[src/rtl/waveform_gen_pkg.sv]
// Shared types and constants for the multi-channel waveform generator.
// Holds sample/LUT geometry, the waveform selector, the per-channel
// configuration record, the reset configuration and the sine lookup.
// The configuration record is sized by CFG_SEL_W / CFG_AMP_W / CFG_PH_W;
// the generator's SEL_WIDTH and AMP_W parameters are expected to match them.
package waveform_gen_pkg;

  localparam int LUT_WIDTH = 12;
  localparam int LUT_SIZE  = 64;
  localparam int CNT_WIDTH = 8;
  localparam int LUT_AW    = $clog2(LUT_SIZE);

  localparam int CFG_SEL_W = 8;
  localparam int CFG_AMP_W = 8;
  localparam int CFG_PH_W  = CFG_SEL_W + LUT_AW;

  typedef enum logic [1:0] {
    SINE_WAVE        = 2'd0,
    TRIANGULAR_WAVE  = 2'd1,
    SAWTOOTH_WAVE    = 2'd2,
    RECTANGULAR_WAVE = 2'd3
  } wave_sel_t;

  typedef struct packed {
    logic [CFG_SEL_W-1:0] freq_sel;
    wave_sel_t            wave_sel;
    logic [CNT_WIDTH-1:0] duty;
    logic [CFG_PH_W-1:0]  phase;
    logic [CFG_AMP_W-1:0] amp;
    logic                 saw_reverse;
  } wg_cfg_t;

  // Power-on configuration: silent-start sine at unity gain, 50% duty.
  function automatic wg_cfg_t wg_reset_cfg();
    wg_cfg_t c;
    c.freq_sel    = '0;
    c.wave_sel    = SINE_WAVE;
    c.duty        = CNT_WIDTH'(2 ** (CNT_WIDTH - 1));
    c.phase       = '0;
    c.amp         = CFG_AMP_W'(2 ** (CFG_AMP_W - 1));
    c.saw_reverse = 1'b0;
    return c;
  endfunction

  // First quadrant of a 64-point sine, amplitude 2047; k = 0..16.
  function automatic logic signed [LUT_WIDTH-1:0] quarter_sine(input logic [4:0] k);
    logic signed [LUT_WIDTH-1:0] v;
    case (k)
      5'd0:    v = 12'sd0;
      5'd1:    v = 12'sd201;
      5'd2:    v = 12'sd399;
      5'd3:    v = 12'sd594;
      5'd4:    v = 12'sd783;
      5'd5:    v = 12'sd965;
      5'd6:    v = 12'sd1137;
      5'd7:    v = 12'sd1299;
      5'd8:    v = 12'sd1447;
      5'd9:    v = 12'sd1582;
      5'd10:   v = 12'sd1702;
      5'd11:   v = 12'sd1805;
      5'd12:   v = 12'sd1891;
      5'd13:   v = 12'sd1959;
      5'd14:   v = 12'sd2008;
      5'd15:   v = 12'sd2037;
      default: v = 12'sd2047;
    endcase
    return v;
  endfunction

  // Full-cycle sine built from the quarter table by mirroring:
  // idx[4] mirrors within the half, idx[5] negates the second half.
  function automatic logic signed [LUT_WIDTH-1:0] sine_lut(input logic [LUT_AW-1:0] idx);
    logic [4:0]                  k;
    logic signed [LUT_WIDTH-1:0] m;
    k = idx[4] ? (5'd16 - {1'b0, idx[3:0]}) : {1'b0, idx[3:0]};
    m = quarter_sine(k);
    return idx[5] ? -m : m;
  endfunction

endpackage

[src/rtl/waveform_gen_chan.sv]
// One generator channel: phase accumulator, active/shadow configuration
// with pending flag, waveform shaping and amplitude scaling.
// Ports:
//   clk, rst_n   clock, asynchronous active-low reset
//   cfg_wr       handshake strobe for this channel (only when !pending)
//   cfg          configuration written into the shadow on cfg_wr
//   halt         freezes the accumulator
//   sync         clears the accumulator and applies a pending shadow
//   wave         scaled sample, two cycles behind the accumulator
//   wrap         one-cycle pulse after an accumulator carry-out
//   pending      shadow holds a configuration not yet applied
module waveform_gen_chan
  import waveform_gen_pkg::*;
#(
  parameter int PH_W  = CFG_PH_W,
  parameter int AMP_W = CFG_AMP_W
) (
  input  logic                        clk,
  input  logic                        rst_n,
  input  logic                        cfg_wr,
  input  wg_cfg_t                     cfg,
  input  logic                        halt,
  input  logic                        sync,
  output logic signed [LUT_WIDTH-1:0] wave,
  output logic                        wrap,
  output logic                        pending
);

  localparam int PH_W1 = PH_W + 1;
  localparam int PW    = LUT_WIDTH + AMP_W + 1;
  localparam logic signed [LUT_WIDTH-1:0] POS_MAX = LUT_WIDTH'(2 ** (LUT_WIDTH - 1) - 1);
  localparam logic signed [LUT_WIDTH-1:0] NEG_MAX = -POS_MAX;
  localparam logic signed [PW-1:0]        SAT_HI  = PW'(2 ** (LUT_WIDTH - 1) - 1);
  localparam logic signed [PW-1:0]        SAT_LO  = -SAT_HI - PW'(1);

  wg_cfg_t                     act;
  wg_cfg_t                     shd;
  logic [PH_W-1:0]             acc;
  logic [PH_W:0]               acc_sum;
  logic                        carry;
  logic [PH_W-1:0]             ph;
  logic signed [LUT_WIDTH-1:0] raw_c;
  logic signed [LUT_WIDTH-1:0] raw_p1;
  logic [AMP_W-1:0]            amp_p1;
  logic signed [LUT_WIDTH-1:0] wave_p2;

  function automatic logic signed [LUT_WIDTH-1:0] raw_sample(input logic [PH_W-1:0] p,
                                                             input wg_cfg_t c);
    logic [LUT_WIDTH-1:0]        t;
    logic signed [LUT_WIDTH-1:0] r;
    t = '0;
    r = '0;
    case (c.wave_sel)
      SINE_WAVE: r = sine_lut(p[PH_W-1 -: LUT_AW]);
      TRIANGULAR_WAVE: begin
        // One full ramp per half-period; the second half walks it backwards.
        t = p[PH_W-2 -: LUT_WIDTH];
        if (p[PH_W-1]) t = ~t;
        r = {~t[LUT_WIDTH-1], t[LUT_WIDTH-2:0]};
      end
      SAWTOOTH_WAVE: begin
        // Offset-binary ramp turned two's complement by flipping the MSB.
        t = p[PH_W-1 -: LUT_WIDTH];
        r = {~t[LUT_WIDTH-1], t[LUT_WIDTH-2:0]};
        if (c.saw_reverse) r = ~r;
      end
      default: r = (p[PH_W-1 -: CNT_WIDTH] < c.duty) ? POS_MAX : NEG_MAX;
    endcase
    return r;
  endfunction

  function automatic logic signed [LUT_WIDTH-1:0] saturate(input logic signed [PW-1:0] v);
    if (v > SAT_HI) return POS_MAX;
    if (v < SAT_LO) return LUT_WIDTH'(SAT_LO);
    return LUT_WIDTH'(v);
  endfunction

  // amp is unsigned with unity at 2**(AMP_W-1); the shift floors toward -inf.
  function automatic logic signed [LUT_WIDTH-1:0] scale_sat(input logic signed [LUT_WIDTH-1:0] s,
                                                            input logic [AMP_W-1:0] a);
    logic signed [PW-1:0] prod;
    prod = PW'(s) * PW'($signed({1'b0, a}));
    return saturate(prod >>> (AMP_W - 1));
  endfunction

  assign acc_sum = {1'b0, acc} + {1'b0, PH_W'(act.freq_sel)} + PH_W1'(1);
  assign carry   = acc_sum[PH_W];
  assign ph      = acc + PH_W'(act.phase);
  assign raw_c   = raw_sample(ph, act);
  assign wave    = wave_p2;

  // Stage 0: accumulator and configuration bookkeeping
  always_ff @(posedge clk or negedge rst_n) begin
    if (!rst_n) begin
      acc     <= '0;
      wrap    <= 1'b0;
      act     <= wg_reset_cfg();
      shd     <= wg_reset_cfg();
      pending <= 1'b0;
    end else begin
      wrap <= 1'b0;
      if (sync) begin
        acc <= '0;
      end else if (!halt) begin
        acc  <= acc_sum[PH_W-1:0];
        wrap <= carry;
      end
      // A handshake is only offered while nothing is pending, so apply and
      // capture never compete; a capture alongside sync stays pending.
      if (pending && (sync || (!halt && carry))) begin
        act     <= shd;
        pending <= 1'b0;
      end else if (cfg_wr) begin
        shd     <= cfg;
        pending <= 1'b1;
      end
    end
  end

  // Stage 1: raw waveform sample, with the gain that belongs to it
  always_ff @(posedge clk or negedge rst_n) begin
    if (!rst_n) begin
      raw_p1 <= '0;
      amp_p1 <= '0;
    end else begin
      raw_p1 <= raw_c;
      amp_p1 <= AMP_W'(act.amp);
    end
  end

  // Stage 2: scaled and saturated output sample
  always_ff @(posedge clk or negedge rst_n) begin
    if (!rst_n) begin
      wave_p2 <= '0;
    end else begin
      wave_p2 <= scale_sat(raw_p1, amp_p1);
    end
  end

endmodule

[src/rtl/waveform_gen_mc.sv]
// Multi-channel waveform generator top level.
// Routes configuration handshakes to the addressed channel, muxes the
// ready back, and fans halt/sync out to N_CH independent channels.
// Ports:
//   clk, rst_n    clock, asynchronous active-low reset
//   cfg_valid     configuration write request
//   cfg_ready_o   write accepted this cycle when high together with cfg_valid
//   cfg_chan      target channel; out-of-range values are never ready
//   cfg           configuration record
//   halt          per-channel accumulator freeze
//   sync          global phase restart and apply of pending configurations
//   wave_o        per-channel signed samples
//   wrap_o        per-channel wrap pulses
module waveform_gen_mc
  import waveform_gen_pkg::*;
#(
  parameter  int N_CH      = 4,
  parameter  int SEL_WIDTH = CFG_SEL_W,
  parameter  int AMP_W     = CFG_AMP_W,
  localparam int PH_W      = SEL_WIDTH + $clog2(LUT_SIZE),
  localparam int CH_W      = (N_CH > 1) ? $clog2(N_CH) : 1
) (
  input  logic                        clk,
  input  logic                        rst_n,
  input  logic                        cfg_valid,
  output logic                        cfg_ready_o,
  input  logic [CH_W-1:0]             cfg_chan,
  input  wg_cfg_t                     cfg,
  input  logic [N_CH-1:0]             halt,
  input  logic                        sync,
  output logic signed [LUT_WIDTH-1:0] wave_o [N_CH],
  output logic [N_CH-1:0]             wrap_o
);

  logic [N_CH-1:0] pend;
  logic [N_CH-1:0] wr;

  // A cfg_chan matching no channel leaves ready low and writes nothing.
  always_comb begin
    cfg_ready_o = 1'b0;
    wr          = '0;
    for (int i = 0; i < N_CH; i++) begin
      if (cfg_chan == CH_W'(i)) begin
        cfg_ready_o = !pend[i];
        wr[i]       = cfg_valid && !pend[i];
      end
    end
  end

  for (genvar g = 0; g < N_CH; g++) begin : g_ch
    waveform_gen_chan #(
      .PH_W  (PH_W),
      .AMP_W (AMP_W)
    ) u_chan (
      .clk     (clk),
      .rst_n   (rst_n),
      .cfg_wr  (wr[g]),
      .cfg     (cfg),
      .halt    (halt[g]),
      .sync    (sync),
      .wave    (wave_o[g]),
      .wrap    (wrap_o[g]),
      .pending (pend[g])
    );
  end

endmodule

[config.mk]
export PLATFORM = sky130hd
export DESIGN_NAME = waveform_gen_mc
export DESIGN_NICKNAME = d
export VERILOG_FILES = /design/src/rtl/waveform_gen_pkg.sv /design/src/rtl/waveform_gen_chan.sv /design/src/rtl/waveform_gen_mc.sv
export SDC_FILE = /design/constraint.sdc
export NUM_CORES = 2
export LEC_CHECK = 0
export ABC_AREA = 1
export ABC_CLOCK_PERIOD_IN_PS = 7500
export CAP_MARGIN = 10
export CELL_PAD_IN_SITES_DETAIL_PLACEMENT = 1
export CELL_PAD_IN_SITES_GLOBAL_PLACEMENT = 1
export CORE_MARGIN = 4
export CORE_UTILIZATION = 52
export CTS_CLUSTER_DIAMETER = 30
export DETAILED_ROUTE_END_ITERATION = 12
export HOLD_SLACK_MARGIN = 0.06
export PLACE_DENSITY = 0.9
export SYNTH_ARGS = -nofsm -noshare
export SYNTH_HDL_FRONTEND = slang
export SYNTH_SLANG_ARGS = --single-unit
[constraint.sdc]
create_clock -name clk -period 7.5 [get_ports clk]
set_input_delay 2.25 -clock clk [delete_from_list [all_inputs] [get_ports clk]]
set_output_delay 2.25 -clock clk [all_outputs]
set_load 0.05 [all_outputs]
# Word level (Yosys, flattened, before mapping)
# Memory sizes are Yosys's and may differ from the RTL's.
# Index checks and enable logic that the tools add are counted.
# totals
register_bits	520
romBits	704
input_bits	51
out_inout_bits	53
word_cells	280
n_memories	4
# memory_table
name	depth	width	read_ports	rd_clocked_by_memory_dff	wr	line_no	rtl
(name not given)	16	11	1	0	0	waveform_gen_pkg.sv:48	case (k)
(name not given)	16	11	1	0	0	waveform_gen_pkg.sv:48	
(name not given)	16	11	1	0	0	waveform_gen_pkg.sv:48	
(name not given)	16	11	1	0	0	waveform_gen_pkg.sv:48	
# op_classes
addsub	20
mul	4
order_cmp	12
eq_ne	15
n_mux	96
bitwise_logic	20
n_reduce_logical	37
# ops
cell	count
$mux 12	44
$pmux 12 s3	4
$mux 14	8
$not 12->12	8
$mul 12x9->21	4
$add 14x8->15	4
$add 15x1->15 const B	4
$add 14x14->14	4
$gt 14x12->1 const B	4
$lt 14x12->1 const B	4
$neg 12->12	4
$mux 1	36
$lt 8x8->1	4
$mux 5	4
$sub 5x4->5 const A	4
$eq 2x2->1 const B	6
$logic_and 1x1->1	12
$not 1->1	12
$eq 2x1->1 const B	5
$logic_not 2->1	5
$logic_not 1->1	8
$ne 2x1->1 const B	4
$reduce_and 2->1	4
$reduce_bool 2->1	4
$logic_or 1x1->1	4

# Logic depth before layout (Yosys ltp)
# An unclocked memory read counts as a cell.
# depth
depth_word	9
mapped_depth	29
ltp_nobuf	29

# Cells and area by module
# From an unflattened synthesis, not the netlist that was laid out.
# hier_totals
cells_unflattened	5375
hier_area_um2	43217.7
# modules_own_cells
mod	instances	cells_per_inst	area_each_um2	seq_area_each_um2
waveform_gen_chan (g_ch[0].u_chan ...)	2	1348	10815.4	3258.1
waveform_gen_chan (g_ch[3].u_chan)	1	1337	10852.9	3258.1
waveform_gen_chan (g_ch[2].u_chan)	1	1325	10659.0	3258.1
waveform_gen_mc	1	17	75.1	0.0

# Least setup slack after synthesis
# OpenSTA, ideal clock, no wires.
# synth_timing
kind	in2out
start	in cfg_chan[1]
end	out cfg_ready_o
arrival_ns	2.868
required_time_ns	5.250
setup_slack_ns	2.382
cell_stages	4
n_path_buf	0
cell_sequence	inv_1 nor2_1 nand2_1 nand4_1
# synth_via
elab_chain_cells	5
elab_cells_between_ends	8
classes_between	3 x eq/ne; 4 x mux; 1 x reduce/logical
# synth_rtl
item	line_no	rtl
start: declaration	waveform_gen_mc.sv:27	input logic [CH_W-1:0] cfg_chan,
$logic_not 2->1	waveform_gen_mc.sv:43	if (cfg_chan == CH_W'(i)) begin
$mux 1 (3 in series)	waveform_gen_mc.sv:43	
$mux 1 *	waveform_gen_mc.sv:43	
end: declaration	waveform_gen_mc.sv:26	output logic cfg_ready_o,
# Mark *: on every way between the ends. The rest lies on a longest branch, timed or not.

# Worst setup path in the final report
# layout_timing
start	reg g_ch[2].u_chan.amp_p1[1]
end	reg g_ch[2].u_chan.wave_p2[8]
# layout_via
elab_chain_cells	6
elab_cells_between_ends	9
classes_between	1 x mul; 2 x order compare; 6 x mux
# layout_rtl
item	line_no	rtl
start: declaration	waveform_gen_chan.sv:44	logic [AMP_W-1:0] amp_p1;
start signal: assignment	waveform_gen_chan.sv:127	amp_p1 <= AMP_W'(act.amp);
$mul 12x9->21 *	waveform_gen_chan.sv:82	prod = PW'(s) * PW'($signed({1'b0, a}));
$lt 14x12->1	waveform_gen_chan.sv:74	if (v < SAT_LO) return LUT_WIDTH'(SAT_LO);
$mux 1 (2 in series)	waveform_gen_chan.sv:74	
$mux 12	waveform_gen_chan.sv:75	return LUT_WIDTH'(v);
$mux 12 *	waveform_gen_chan.sv:74	
end signal: assignment	waveform_gen_chan.sv:136	wave_p2 <= scale_sat(raw_p1, amp_p1);
end: declaration	waveform_gen_chan.sv:45	logic signed [LUT_WIDTH-1:0] wave_p2;
# Mark *: on every way between the ends. The rest lies on a longest branch, timed or not. The select of a mux whose other input is x is not followed.
# A chain may end at the register's enable or synchronous reset.

==> metrics list <==
- The first global-routing pass estimated 266 mm of wire.
- Antenna violations before repair: 17
- Critical path data required time: 8.14 ns
* Share of cells above drive strength 1: 5.96%
- Initial core utilization: 52.7%
- Number of failing hold endpoints at the final stage: 0
- Iteration-0 DRC count of the detailed router: 5225
- Counting along the longest clock path gives a buffer depth of 3.
- Port buffering added 103 buffers.
- In this run the worst hold path is classified as register to register.
- RePlAce Congestion: 0.890
* Worst path buffer plus inverter count: 3
- Largest delay contributor family on the critical path: adder cells
- For this run, the total global-route usage over all layers was measured as 39.4%.
- After synthesis, flip-flops and latches occupy 30.6% of the total area.
- On the worst path, the slowest cell contributes a delay of 0.88 ns.
* Count of standard-cell rows: 104
* Number of design rule violations left after detail routing: 0
* Number of I/O pins: 104
* Part of the cycle the worst path needs: 86.7%
- In this run the clock root is driven by a sky130_fd_sc_hd__clkbuf_16.
- Synth Instances: 5558
- After detailed routing, the total wire length is 186 mm.
* Path type of the worst setup path: register to register
- Walking the worst path, the cells encountered are nand2_1, fa_1, inv_1, fa_1, ha_1, inv_1, fa_1, inv_1, ha_1, a41oi_1, o21ai_0, nand2_1, nand2_1, nand3_1, o2111ai_1, xor2_1, o21ai_0, nand2_1, nand2_1.
* Number of detailed-route iterations in the first pass: 6
- After detailed routing, the average wire length per cell comes to 27.5 um.
- Syn Std Cell Area: 42600 um^2
* Slew headroom: 19.6%
* Maximum number of pins on one net before global-route repair: 112
* Total grt overflow: 0
* Clock input transition at the sequential cells of the worst setup and hold paths: 0.06 ns
* Number of clock sinks: 520
* Via count: 43500
- From left edge to right edge, the die measures 294 um.
- TritonCTS built the clock tree.
- Among all cell types in the netlist, the one instantiated most often is sky130_fd_sc_hd__nand2_1.
- Counting flops and latches in the post-synthesis netlist gives 520.
- Most numerous cell types in the synthesized netlist: sky130_fd_sc_hd__nand2_1 (1718), sky130_fd_sc_hd__inv_1 (1042), sky130_fd_sc_hd__dfrtp_1 (504)
- In this run, CTS created clock tree buffers numbering 111.
* Data arrival time at the worst-slack endpoint: 7.14 ns
* Final Max Slew Viols: 0
- Number of maximum-capacitance violations: 0
* Die Ht: 294 um
* Worst Skew: 0.0682 ns
- # Post-CTS Setup Buffers: 0
- Synth Flop Type: sky130_fd_sc_hd__dfrtp_1
- The H-tree was split into 3 levels.
* Total negative slack for setup checks: 0 ns
- Final setup vio count: 0
- Area of the die: 86500 um^2
* Mean number of vias per cell: 6.43
* Largest fanout of any net on the critical path: 11
- For this design, the CTS-stage hold fixing added 0 buffers.
- On the critical path, the stage with the largest delay is an instance of sky130_fd_sc_hd__o21ai_0.
- Count of nets left with antenna violations after detail routing: 0
- STA classifies the critical path startpoint as a register.
- Area share of the leading cell type in the synthesized netlist: 29.6%
- The worst setup path is captured at a register.
* F_max: 154 MHz
- Synthesis warning total: 0
- Most area-consuming cells after synthesis: sky130_fd_sc_hd__dfrtp_1 (30%), sky130_fd_sc_hd__nand2_1 (15%), sky130_fd_sc_hd__fa_1 (15%), sky130_fd_sc_hd__inv_1 (9.2%), sky130_fd_sc_hd__ha_1 (8.8%)
* Actual transition at the worst max-transition pin: 1.20 ns
- Setup repair after global routing left no endpoint under its margin.
* Via count of the first global-routing pass: 46600
- After clock tree synthesis, the repair step resized 0 gates.
- Averaged over all synthesized cells, the footprint is 7.66 um^2.
* Detailed placement HPWL: 98.5 mm
- The synthesized design spends more area on one cell type than any other, namely sky130_fd_sc_hd__dfrtp_1.
- Number of enable flip-flop cells after synthesis: 0
* Net count after synthesis: 6225
* Outcome: completed
* Post-synthesis async set-or-reset flop share: 100%
- After synthesis, the netlist uses 54 different library cells.
- Period minus WS final: 6.50 ns
- The area growth from synthesis to layout is 13.3%.
* Clock latency reported for the late side of the worst-skew pair: 0.74 ns
- At the end of the flow, the number of nets in the layout was 6259.
- In this run the standard cell core region covers 80800 um^2.
* Most common cell type on the critical path: sky130_fd_sc_hd__nand2_1
[stage by stage]
step           hold WS, ns  util [%]  cells  instance area [um^2]  setup WS (ns)
3_5_place_dp         0.362      54.7   6539                 44200           1.28
6_report             0.387      59.7   6764                 48200           1.00
3_3_place_gp         0.359      54.7   6539                 44200           1.27
2_1_floorplan        0.354         -   5558                 42600           2.38
4_1_cts              0.376      59.6   6744                 48200           1.15
5_1_grt              0.385      59.6   6751                 48200          0.694
[layout by cell type (no fill, tap or decap), drive strengths merged, types with 15 or more instances in the layout]
| cell | count |
|---|---|
| clkbuf | 126 |
| o211ai | 29 |
| bufinv | 15 |
| ha | 300 |
| clkinv | 33 |
| fa | 316 |
| o2111ai | 20 |
| a21oi | 162 |
| xnor2 | 55 |
| inv | 1075 |
| nand4 | 55 |
| dfstp | 16 |
| clkdlybuf4s50 | 102 |
| nand3 | 318 |
| nor2 | 229 |
| o21ai | 364 |
| dfrtp | 504 |
| nand2 | 1745 |
| xor2 | 59 |
| diode | 20 |
| or2 | 24 |
| buf | 20 |
| nor3 | 15 |
| nand3b | 22 |
[registers in the layout, summed over array words and instances (netlist names)]
| signal | cells |
|---|---|
| g_ch.u_chan.wrap | 4 |
| g_ch.u_chan.acc | 56 |
| g_ch.u_chan.raw_p1 | 48 |
| g_ch.u_chan.act | 164 |
| g_ch.u_chan.wave | 48 |
| g_ch.u_chan.pending | 4 |
| g_ch.u_chan.amp_p1 | 32 |
| g_ch.u_chan.shd | 164 |
[layout make-up]
cell class / instances / area, um^2
tap: 1060 / 1330
multi-input combinational: 3783 / 24700
fill: 9781 / 32600
sequential: 520 / 13000
clock buffer: 126 / 2900
antenna: 20 / 50.0
inverter: 1054 / 3960
timing repair buffer: 122 / 1220
clock inverter: 79 / 1060
[cell families (layout without fill, tap and decap cells)]
family                     after synthesis  count (layout)  share of synthesized area [%]
and+or+nand+nor                       2410            2410                           23.4
buffers and inverters                 1255            1381                           11.4
AOI/OAI and AO/OA                      643             643                           8.42
adders and majority gates              616             616                           23.7
DFF                                    520             520                           30.6
xor gates and xnor gates               114             114                           2.40
other                                    0              20                              0
[per-layer routing]
| metal | up-vias | routed length [um] | global-route usage [%] |
|---|---|---|---|
| li1 | 17200 | - | - |
| met1 | 21200 | 62200 | 43.4 |
| met2 | 3535 | 85700 | 66.2 |
| met3 | 1512 | 19200 | 10.4 |
| met4 | 16 | 18700 | 28.3 |
| met5 | - | 111 | 0 |
[path summary, 6_finish.rpt]
check / start / endpoint / slack (ns) / cells past startpoint
max in group asynchronous: rst_n / g_ch[1].u_chan.raw_p1[3] / 4.42 / 2
min reg2reg: g_ch[3].u_chan.act[7] / g_ch[3].u_chan.amp_p1[6] / 0.39 / 0
min in group asynchronous: rst_n / g_ch[0].u_chan.wave[11] / 1.57 / 1
max reg2reg: g_ch[2].u_chan.amp_p1[1] / g_ch[2].u_chan.wave[8] / 1.0 / 19
max: g_ch[2].u_chan.amp_p1[1] / g_ch[2].u_chan.wave[8] / 1.0 / 19
min: g_ch[3].u_chan.act[7] / g_ch[3].u_chan.amp_p1[6] / 0.39 / 0
Power is not shown: default switching activity piles up to over one toggle a cycle in this logic, so the estimate is an artifact.
